### src/rtl/imem_loader.sv
// Boot loader: buffers a host-supplied program in a FIFO, then streams it into the
// CPU instruction memory while sequencing the CPU reset around the transfer.
`timescale 1ns/1ps
module imem_loader #(
    parameter int DEPTH    = 32,
    parameter int POST_RST = 2
) (
    input  logic                     clk,
    input  logic                     Reset,
    input  logic                     host_valid,
    input  logic [31:0]              host_data,
    input  logic                     host_last,
    output logic                     host_ready,
    input  logic                     restart,
    output logic                     LoadInstructions,
    output logic [31:0]              Instruction,
    output logic                     cpu_reset,
    output logic [$clog2(DEPTH):0]   load_count,
    output logic                     done
);
    localparam int unsigned AW = (DEPTH > 1) ? $clog2(DEPTH) : 1;
    localparam int unsigned CW = $clog2(DEPTH) + 1;
    localparam int unsigned PW = (POST_RST > 1) ? $clog2(POST_RST + 1) : 1;

    localparam logic [2:0] S_FILL    = 3'd0;
    localparam logic [2:0] S_PRERST  = 3'd1;
    localparam logic [2:0] S_STREAM  = 3'd2;
    localparam logic [2:0] S_POSTRST = 3'd3;
    localparam logic [2:0] S_RUN     = 3'd4;

    logic [31:0]   mem [DEPTH];
    logic [2:0]    state, state_d;
    logic [AW-1:0] wptr, wptr_d, rptr, rptr_d;
    logic [CW-1:0] count, count_d, lc_d;
    logic [PW-1:0] post_cnt, post_d;
    logic          push, pop, accept;
    logic          ready_d, cpu_reset_d, load_d, done_d;
    logic [31:0]   instr_d;

    assign accept = (state == S_FILL) && host_valid && host_ready;

    // Next state plus the next value of every registered output
    always_comb begin
        state_d = state;
        post_d  = post_cnt;
        push    = 1'b0;
        pop     = 1'b0;
        case (state)
            S_FILL: begin
                if (accept) begin
                    push = 1'b1;
                    if (host_last || (count == CW'(DEPTH - 1))) state_d = S_PRERST;
                end
            end
            S_PRERST: begin
                state_d = S_STREAM;
                pop     = 1'b1;
            end
            S_STREAM: begin
                // count already reflects the word on Instruction; empty means last word shown
                if (count != '0) begin
                    pop = 1'b1;
                end else begin
                    state_d = S_POSTRST;
                    post_d  = '0;
                end
            end
            S_POSTRST: begin
                if (post_cnt == PW'(POST_RST - 1)) state_d = S_RUN;
                else                               post_d  = post_cnt + PW'(1);
            end
            S_RUN:   state_d = S_RUN;
            default: state_d = S_FILL;
        endcase

        if (restart) begin
            state_d = S_FILL;
            push    = 1'b0;
            pop     = 1'b0;
        end

        wptr_d  = push ? ((wptr == AW'(DEPTH - 1)) ? '0 : wptr + AW'(1)) : wptr;
        rptr_d  = pop  ? ((rptr == AW'(DEPTH - 1)) ? '0 : rptr + AW'(1)) : rptr;
        count_d = count + CW'(push) - CW'(pop);
        lc_d    = load_count + CW'(push);
        if (restart) begin
            wptr_d  = '0;
            rptr_d  = '0;
            count_d = '0;
            lc_d    = '0;
        end

        ready_d     = (state_d == S_FILL) && (count_d != CW'(DEPTH));
        cpu_reset_d = (state_d == S_FILL) || (state_d == S_PRERST) || (state_d == S_POSTRST);
        load_d      = (state_d == S_STREAM);
        done_d      = (state_d == S_RUN);
        instr_d     = pop ? mem[rptr] : 32'd0;
    end

    always_ff @(posedge clk or negedge Reset) begin
        if (!Reset) begin
            state            <= S_FILL;
            wptr             <= '0;
            rptr             <= '0;
            count            <= '0;
            post_cnt         <= '0;
            load_count       <= '0;
            host_ready       <= 1'b0;
            cpu_reset        <= 1'b1;
            LoadInstructions <= 1'b0;
            Instruction      <= 32'd0;
            done             <= 1'b0;
        end else begin
            state            <= state_d;
            wptr             <= wptr_d;
            rptr             <= rptr_d;
            count            <= count_d;
            post_cnt         <= post_d;
            load_count       <= lc_d;
            host_ready       <= ready_d;
            cpu_reset        <= cpu_reset_d;
            LoadInstructions <= load_d;
            Instruction      <= instr_d;
            done             <= done_d;
        end
    end

    // Storage needs no reset; pointers and occupancy define validity
    always_ff @(posedge clk) begin
        if (push) mem[wptr] <= host_data;
    end
endmodule

### config.mk
export PLATFORM = sky130hd
export DESIGN_NAME = imem_loader
export DESIGN_NICKNAME = d
export VERILOG_FILES = /design/src/rtl/imem_loader.sv
export SDC_FILE = /design/constraint.sdc
export NUM_CORES = 1
export LEC_CHECK = 0
export CAP_MARGIN = 30
export CORE_ASPECT_RATIO = 2
export CORE_MARGIN = 8
export CORE_UTILIZATION = 56
export DETAILED_ROUTE_END_ITERATION = 8
export PLACE_DENSITY = 0.76
export SETUP_SLACK_MARGIN = 0.02
export SLEW_MARGIN = 20
export SYNTH_ARGS = -nofsm -noshare
export SYNTH_HDL_FRONTEND = slang
export SYNTH_SLANG_ARGS = --single-unit
export TNS_END_PERCENT = 50
### constraint.sdc
create_clock -name clk -period 3.5 [get_ports clk]
set_input_delay 0.525 -clock clk [delete_from_list [all_inputs] [get_ports clk]]
set_output_delay 0.525 -clock clk [all_outputs]
set_load 0.02 [all_outputs]
==> impl_metrics.json, run 1 <==
{
  "synth_cells": 1821,
  "die_h_um": 402,
  "cp_slowest_cell": "fa_1",
  "syn_to_final_growth_pct": 14.9,
  "via_per_inst": 6.63,
  "portBuffers": 78,
  "synth_top_area_cell": "edfxtp_1",
  "clockRootBuffer": "clkbuf_16",
  "fmax_mhz": 307,
  "rrSetupSlack_ns": 0.25,
  "layout.nets": 2082,
  "holdWs_ns": 0.393,
  "cp_cell_sequence": "inv_1 -> ha_1 -> nand4bb_2 -> o2bb2ai_4 -> ha_1 -> inv_1 -> ha_1 -> fa_1 -> a21oi_1 -> o21ai_0 -> xnor2_1 -> o41a_1 -> or2_1",
  "fin_crit_sh_pct": 93.0,
  "cts.clk_slew.worst_paths_ns": 0.07,
  "cp.arrival_ns": 3.81,
  "ys_ff_latch": 1087,
  "outcome": "complete, no violations",
  "async_flop_share_pct": 5.80,
  "maxCapViolations": 0,
  "worstSetupEndpointType": "flop",
  "yosysMostFrequentCell": "edfxtp_1",
  "grt_max_degree": 64,
  "num_io_pins": 79,
  "wl_per_cell_um": 33.7,
  "syn_area_per_cell_sq_um": 22.9,
  "gp_congestion": 0.793,
  "rr_startpoint": "count[3]$_DFF_PN0_",
  "yosysUniqueCellTypes": 54,
  "synth_seq_area_share_pct": 77.7,
  "dr_total_vias": 20100,
  "fin_area_sq_um": 47800,
  "hpwl_mm": 57.8,
  "rsz0062_at_grt": "no",
  "drc_errors": 0,
  "die_w_um": 209,
  "grt_pass1_vias": 21400,
  "report.final.slew_viol_count": 0,
  "synth_area_leaders": "edfxtp_1, mux4_2, dfrtp_1",
  "clock_latency_ns": 0.66,
  "hold_viol_final": 0,
  "skew_ns": 0.0262,
  "worst-path-max-fanout": 5,
  "hp-class": "input pin to flop",
  "setup_violations": 0,
  "syn-num-nets": 1879,
  "required_ns": 4.05,
  "dr.pass1.iters": 5,
  "core-area_sq_um": 73700,
  "postRouteAntennaNets": 0,
  "netlist_area_sq_um": 41600,
  "synth_commonest_cells": "edfxtp_1, mux4_2, mux2i_1, dfrtp_1, nor2_1",
  "drive_gt1_share_pct": 26.9,
  "min_period_ns": 3.25,
  "p_leak_nw": 15.8,
  "crit_top_cell": "ha_1",
  "antenna_found_initial": 2,
  "worst_slew_margin_rel_pct": 38.3,
  "crit_start": "count[3]$_DFF_PN0_",
  "grtUsageTotal_pct": 24.3,
  "crit_type": "flop to flop",
  "place_area_sq_um": 44600,
  "cts.htree.levels": 3,
  "peakVddDrop_mv": 0.471,
  "yosysWarnings": 0,
  "tns_ns": 0,
  "synth_top_flop_cell": "edfxtp_1",
  "grt_pass1_wl_mm": 146,
  "synth_top_area_share_pct": 73.9,
  "die_area_sq_um": 83800,
  "clock_path_buffers": 3,
  "cts_tree": "yes",
  "cts.sinks": 1087,
  "worstMarginPinSlew_ns": 0.923,
  "synth-edff-count": 1024,
  "rows": 141,
  "critPathLaunchType": "flop",
  "routed_wl_mm": 102,
  "grt_overflow_total": 0,
  "p_per_area_nw_per_um2": 590,
  "cts-buffers-inserted": 88,
  "start_util_pct": 56.4,
  "dr.first_iter.drc_count": 2137,
  "slowest_delay_ns": 0.44,
  "cts_setup_buffers": 0,
  "min_from": "host_data[8]"
}
## critical path: cells and delay by family, from the launching register on
kind	cells	cell delay (ns)
flops	1	0.41
compound gates	4	0.90
xor+xnor	1	0.16
buf+inv	2	0.14
fa+ha+maj	4	1.09
simple gates	2	0.43
## per-stage QoR
step	worst slack, ns	power, mW	instances	util [%]
6_report	0.246	28.2	3025	64.8
5_1_grt	0.0729	29.0	3024	64.8
4_1_cts	0.196	28.3	3002	64.4
3_5_place_dp	-0.0211	18.3	2840	60.4
3_3_place_gp	-0.0120	18.2	2837	60.4
2_1_floorplan	0.179	17.2	1821	-
## flip-flops by register name, indices dropped and copies added, names as in the netlist, 2 cells and up
signal	flops
Instruction	32
rptr	5
load_count	6
count	6
mem	1024
wptr	5
state	3
post_cnt	2
## report_power, final
group	internal [mW]	switching (mW)	total [mW]
sequential	14.4	0.163	14.6
clock	5.61	4.56	10.2
combinational	1.74	1.76	3.49
## what timing repair did
action / CTS / global route
hold endpoints to repair: 62 / 0
resized for setup: 0 / 2
hold buffers: 1 / 0
endpoints found under the setup margin: 0 / 1
## layout make-up
class,count,area [sq um]
diodes,1,2.50
clock buffers,117,2430
clock inverters,44,514
fillers,4569,25900
inverters,18,72.6
multi-input cells,626,9040
flip-flops and latches,1087,32300
well taps,929,1160
repair buffers,203,2260
## layout by cell type (no fill, tap or decap), types with 3 or more instances in the layout
cell type        instances
clkdlybuf4s50_1         73
ha_1                    20
nand3_1                  9
nand3b_1                 6
inv_6                    5
buf_12                  31
buf_8                   20
clkinv_2                11
xnor2_1                  4
nor2_4                  32
buf_6                    6
nand2_1                 11
buf_4                   68
edfxtp_1              1024
bufinv_16                9
nor2_1                  23
clkinv_1                 9
o22a_1                  32
nand2b_1                 4
inv_1                   16
clkinvlp_4               6
buf_2                    4
a21oi_1                  8
nor3_1                   6
clkbuf_16               89
dfrtp_1                 60
and3_1                   3
o221ai_1                33
clkbuf_1                18
mux4_2                 256
nor2b_1                  5
clkbuf_8                10
o21ai_0                  6
mux2i_1                135
## cell families (layout without fill, tap and decap cells)
family | count (synthesis) | count (layout) | synth area share (%)
flops | 1087 | 1087 | 77.7
mux | 391 | 391 | 17.1
simple gates | 115 | 115 | 1.39
buf+inv | 108 | 382 | 1.20
compound gates | 93 | 93 | 1.85
fa+ha+maj | 21 | 21 | 0.649
xor+xnor | 6 | 6 | 0.126
other cells | 0 | 1 | 0
## worst paths after layout
kind | to | depth (start not counted)
setup / recovery | host_ready$_DFF_PN0_ | 13
hold / removal | mem[28][8]$_DFFE_PP_ | 1
setup reg to reg | host_ready$_DFF_PN0_ | 13
hold reg to reg | post_cnt[0]$_DFFE_PN0P_ | 2
max in group asynchronous | rptr[1]$_DFFE_PN0P_ | 2
min in group asynchronous | load_count[3]$_DFF_PN0_ | 2
## metal layers
layer	track usage, %	routed length (um)	vias to the layer above
met2	44.0	54900	1064
met1	27.5	34000	10600
li1	-	-	8069
met5	0	14	-
met4	12.0	5510	2
met3	4.11	7530	300
(Power assumes the default switching activity.)
==> run 2: changes to the inputs <==
--- a/config.mk
+++ b/config.mk
@@ -9,8 +9,10 @@
 export CORE_ASPECT_RATIO = 2
 export CORE_MARGIN = 8
 export CORE_UTILIZATION = 56
+export CTS_CLUSTER_SIZE = 12
 export DETAILED_ROUTE_END_ITERATION = 8
 export PLACE_DENSITY = 0.76
+export RECOVER_POWER = 50
 export SETUP_SLACK_MARGIN = 0.02
 export SLEW_MARGIN = 20
 export SYNTH_ARGS = -nofsm -noshare
==> impl_metrics.json, run 2 (synthesis results as in run 1) <==
{
  "syn_to_final_growth_pct": 14.3,
  "worstMarginPinSlew_ns": 2.39,
  "clockRootBuffer": "clkbuf_16",
  "top_register": "mem",
  "dr.first_iter.drc_count": 2238,
  "start_util_pct": 56.4,
  "cts-buffers-inserted": 101,
  "worst_slew_margin_rel_pct": -59.1,
  "via_per_inst": 6.66,
  "cts_tree": "yes",
  "critPathLaunchType": "flop",
  "largestRegisters": "mem x1024, Instruction x32",
  "setup_violations": 0,
  "gp_congestion": 0.793,
  "fmax_mhz": 308,
  "report.final.slew_viol_count": 64,
  "num_io_pins": 79,
  "seq_power_share_pct": 51.7,
  "grtUsageTotal_pct": 24.7,
  "outcome": "finished with violations",
  "core-area_sq_um": 73700,
  "clock_latency_ns": 0.68,
  "cts.sinks": 1087,
  "final_common_cell": "edfxtp_1",
  "drc_errors": 0,
  "wl_per_cell_um": 34.1,
  "maxCapViolations": 1,
  "portBuffers": 78,
  "die_area_sq_um": 83800,
  "hpwl_mm": 57.8,
  "routed_wl_mm": 104,
  "required_ns": 4.06,
  "rsz0062_at_grt": "no",
  "grt_max_degree": 64,
  "p_int_mw": 21.7,
  "clock_path_buffers": 3,
  "min_period_ns": 3.25,
  "cts_setup_buffers": 0,
  "sw_frac_of_total_pct": 23.1,
  "layout.nets": 2096,
  "cts.htree.levels": 3,
  "fin_crit_sh_pct": 92.9,
  "grt_pass1_vias": 21600,
  "rows": 141,
  "dr.pass1.iters": 7,
  "final_cell_mix": "edfxtp_1, mux4_2, mux2i_1, clkbuf_1, clkbuf_16",
  "antenna_found_initial": 5,
  "worst-path-max-fanout": 5,
  "pwr-share-clk_pct": 36.0,
  "largest_register_ffs": 1024,
  "fin_area_sq_um": 47600,
  "crit_type": "flop to flop",
  "grt_overflow_total": 0,
  "postRouteAntennaNets": 0,
  "skew_ns": 0.0192,
  "p_per_area_nw_per_um2": 593,
  "die_w_um": 209,
  "dr_total_vias": 20300,
  "drive_gt1_share_pct": 23.9,
  "peakVddDrop_mv": 0.384,
  "cts.clk_slew.worst_paths_ns": 0.06,
  "cp.arrival_ns": 3.81,
  "switchingPower_mw": 6.51,
  "hp-class": "flop to flop",
  "combPwrFrac_pct": 12.3,
  "die_h_um": 402,
  "hold_viol_final": 0,
  "grt_pass1_wl_mm": 148,
  "worstSetupEndpointType": "flop",
  "p_leak_nw": 15.6,
  "violations": "max-capacitance violations, max-slew violations",
  "tns_ns": 0,
  "place_area_sq_um": 44600
}
## run 2: power groups by stage
stage          Combinational [mW]  Sequential, mW  Clock [mW]
2_1_floorplan                2.40            14.8           0
3_3_place_gp                 3.35            14.8           0
3_5_place_dp                 3.46            14.9           0
4_1_cts                      3.50            14.6        10.3
5_1_grt                      3.68            14.6        10.7
6_report                     3.46            14.6        10.2
## run 2: layout make-up
cell class	count	area (sq um)
Multi-Input combinational cell	626	9010
Clock inverter	9	143
Tap cell	929	1160
Clock buffer	177	2840
Antenna cell	4	10.0
Sequential cell	1087	32300
Fill cell	4609	26200
Inverter	18	72.6
Timing Repair Buffer	204	1990
## run 2: per-stage QoR
stage | hold WS [ns] | total power, mW | util [%] | setup slack (ns) | std cells
global placement | 0.486 | 18.2 | 60.4 | -0.0120 | 2837
CTS | 0.515 | 28.4 | 64.5 | 0.189 | 3027
global route | 0.584 | 29.0 | 64.5 | 0.0919 | 3053
finish | 0.554 | 28.2 | 64.5 | 0.250 | 3054
floorplan | 0.229 | 17.2 | - | 0.179 | 1821
detailed placement | 0.546 | 18.3 | 60.4 | -0.0211 | 2840
## run 2: critical path, stage by stage, from the launching register on
cell       delay (ns)
dfrtp_1          0.41
inv_1            0.10
ha_1             0.17
nand4bb_2        0.19
o2bb2ai_1        0.21
ha_1             0.29
inv_1            0.04
ha_1             0.20
fa_1             0.44
a21oi_1          0.17
o21ai_0          0.12
xnor2_1          0.16
o41a_1           0.41
or2_1            0.21
## run 2: worst paths after layout
path / slack [ns] / cells after the start / start / end
max in group asynchronous: 0.67 / 2 / Reset / rptr[1]$_DFFE_PN0P_
min in group asynchronous: 1.14 / 2 / Reset / load_count[3]$_DFF_PN0_
hold / removal: 0.55 / 2 / post_cnt[0]$_DFFE_PN0P_ / post_cnt[0]$_DFFE_PN0P_
setup reg to reg: 0.25 / 13 / count[3]$_DFF_PN0_ / host_ready$_DFF_PN0_
setup / recovery: 0.25 / 13 / count[3]$_DFF_PN0_ / host_ready$_DFF_PN0_
hold reg to reg: 0.55 / 2 / post_cnt[0]$_DFFE_PN0P_ / post_cnt[0]$_DFFE_PN0P_
## run 2: timing repair
item | CTS | global route
gates resized for setup | 0 | 2
hold buffers | 1 | 0
endpoints found under the hold margin | 62 | 0
endpoints found under the setup margin | 0 | 1
## run 2: routing by layer
| layer | global-route usage [%] | part of all wire [%] | vias to the layer above |
|---|---|---|---|
| met5 | 0 | 0 | - |
| met4 | 11.5 | 5.1 | 0 |
| met3 | 3.87 | 7.4 | 285 |
| met2 | 45.3 | 54 | 1139 |
| met1 | 28.0 | 33 | 10800 |
| li1 | - | - | 8109 |
==> run 3: changes to the inputs <==
--- a/config.mk
+++ b/config.mk
@@ -13,7 +13,7 @@
 export DETAILED_ROUTE_END_ITERATION = 8
 export PLACE_DENSITY = 0.76
 export RECOVER_POWER = 50
-export SETUP_SLACK_MARGIN = 0.02
+export SETUP_SLACK_MARGIN = 0.3
 export SLEW_MARGIN = 20
 export SYNTH_ARGS = -nofsm -noshare
 export SYNTH_HDL_FRONTEND = slang
==> impl_metrics.json, run 3 (synthesis results as in run 1) <==
{
  "grt_overflow_total": 0,
  "maxCapViolations": 0,
  "rr_startpoint": "state[0]$_DFF_PN0_",
  "reg2regPathDepth": 7,
  "setup_violations": 0,
  "postRouteAntennaNets": 0,
  "dr_total_vias": 20300,
  "fmax_mhz": 322,
  "cts.clk_slew.worst_paths_ns": 0.06,
  "hp-class": "input pin to asynchronous set/reset pin",
  "via_per_inst": 6.65,
  "worstMarginPinSlew_ns": 1.45,
  "cts_tree": "yes",
  "cts-buffers-inserted": 100,
  "worst-path-max-fanout": 26,
  "syn_to_final_growth_pct": 14.4,
  "start_util_pct": 56.4,
  "hpwl_mm": 59.0,
  "hold_viol_final": 0,
  "gp_congestion": 0.799,
  "rows": 141,
  "top_register": "mem",
  "holdWs_ns": 0.421,
  "drive_gt1_share_pct": 24.5,
  "p_per_area_nw_per_um2": 592,
  "min_period_ns": 3.10,
  "num_io_pins": 79,
  "cts.htree.levels": 3,
  "rrSetupSlack_ns": 0.40,
  "required_ns": 3.79,
  "rsz0062_at_grt": "no",
  "grt_max_degree": 67,
  "total_power_mw": 28.2,
  "dr.pass1.iters": 5,
  "outcome": "complete, no violations",
  "largest_register_ffs": 1024,
  "clock_latency_ns": 0.69,
  "die_w_um": 209,
  "fin_util_pct": 64.6,
  "dr.first_iter.drc_count": 2280,
  "worstSetupEndpointType": "flop",
  "core-area_sq_um": 73700,
  "final_cell_mix": "edfxtp_1, mux4_2, mux2i_1, clkbuf_1, clkbuf_16",
  "tns_ns": 0,
  "layout.nets": 2104,
  "p_leak_nw": 15.6,
  "clockRootBuffer": "clkbuf_16",
  "final_common_cell": "edfxtp_1",
  "fin_crit_sh_pct": 88.6,
  "largestRegisters": "mem x1024, Instruction x32",
  "die_area_sq_um": 83800,
  "cts.sinks": 1087,
  "critPathLaunchType": "flop",
  "report.final.slew_viol_count": 0,
  "clock_path_buffers": 3,
  "antenna_found_initial": 4,
  "routed_wl_mm": 102,
  "peakVddDrop_mv": 0.435,
  "cp.arrival_ns": 3.39,
  "skew_ns": 0.0418,
  "grt_pass1_vias": 21700,
  "grt_pass1_wl_mm": 148,
  "portBuffers": 78,
  "r2r-end": "mem[22][16]$_DFFE_PP_",
  "wl_per_cell_um": 33.5,
  "crit_type": "flop to flop",
  "crit_end": "mem[22][16]$_DFFE_PP_",
  "drc_errors": 0,
  "worst_slew_margin_rel_pct": 3.64,
  "grtUsageTotal_pct": 24.5,
  "crit_start": "state[0]$_DFF_PN0_",
  "die_h_um": 402
}
-- run 3: cell types whose count changed in the layout (fill, tap and decap cells not counted), moves of 2 or more --
cell	previous run	this run
clkbuf_1	105	110
dlygate4sd3_1	30	24
buf_4	66	79
nor2_1	25	23
inv_6	3	1
nor2_4	30	33
-- run 3: routing by layer --
layer | part of all wire, % | vias up | wire [um] | global-route usage (%)
met4 | 5.5 | 2 | 5590 | 12.8
met2 | 54 | 1153 | 55000 | 43.7
met3 | 7.3 | 283 | 7460 | 3.81
met1 | 33 | 10800 | 34300 | 28.1
met5 | 0.013 | - | 13 | 0
li1 | - | 8123 | - | -
-- run 3: critical path, stage by stage, from the launching register on --
cell	delay (ns)
dfrtp_1	0.47
nor2_4	0.18
nand4_1	0.14
nor2_1	0.17
clkbuf_1	0.33
nand2_1	0.52
nor2_4	0.27
buf_4	0.58
-- run 3: worst min-delay path by stage --
| stage | from | endpoint | slack (ns) | cells past startpoint |
|---|---|---|---|---|
| after floorplan | Reset | Instruction[0]$_DFF_PN0_ | 0.23 | 0 |
| after global placement | post_cnt[1]$_DFFE_PN0P_ | post_cnt[1]$_DFFE_PN0P_ | 0.49 | 2 |
| after detailed placement | post_cnt[1]$_DFFE_PN0P_ | post_cnt[1]$_DFFE_PN0P_ | 0.51 | 2 |
| after CTS | Reset | load_count[4]$_DFF_PN0_ | 0.42 | 2 |
| after global routing | Reset | load_count[4]$_DFF_PN0_ | 0.46 | 2 |
| final | Reset | Instruction[29]$_DFF_PN0_ | 0.42 | 2 |
-- run 3: report_power, final --
part / internal, mW / switching [mW]
Clock: 5.47 / 4.56
Combinational: 1.76 / 1.78
Sequential: 14.4 / 0.171
Total: 21.6 / 6.51
-- run 3: layout make-up --
type                       count  area [sq um]
clock buffer                 177          2830
sequential                  1087         32300
clock inverter                 5          98.8
antenna                        3          7.51
fill                        4577         26100
inverter                      18          72.6
multi-input combinational    626          9080
timing repair buffer         213          2020
tap                          929          1160
-- run 3: through the flow --
step | instances | area (sq um) | setup WS (ns)
3_5_place_dp | 2850 | 44600 | 0.0349
4_1_cts | 3033 | 47600 | 0.343
3_3_place_gp | 2847 | 44600 | 0.0271
6_report | 3058 | 47600 | 0.398
5_1_grt | 3057 | 47600 | 0.287
2_1_floorplan | 1821 | 41600 | 0.295
-- run 3: timing repair --
item / in CTS / in global routing
cloned: 0 / 0
setup endpoints to repair: 1 / 1
setup buffers: 0 / 1
hold buffers: 1 / 0
gates resized for setup: 1 / 9
hold endpoints to repair: 33 / 0
pin swaps: 0 / 1
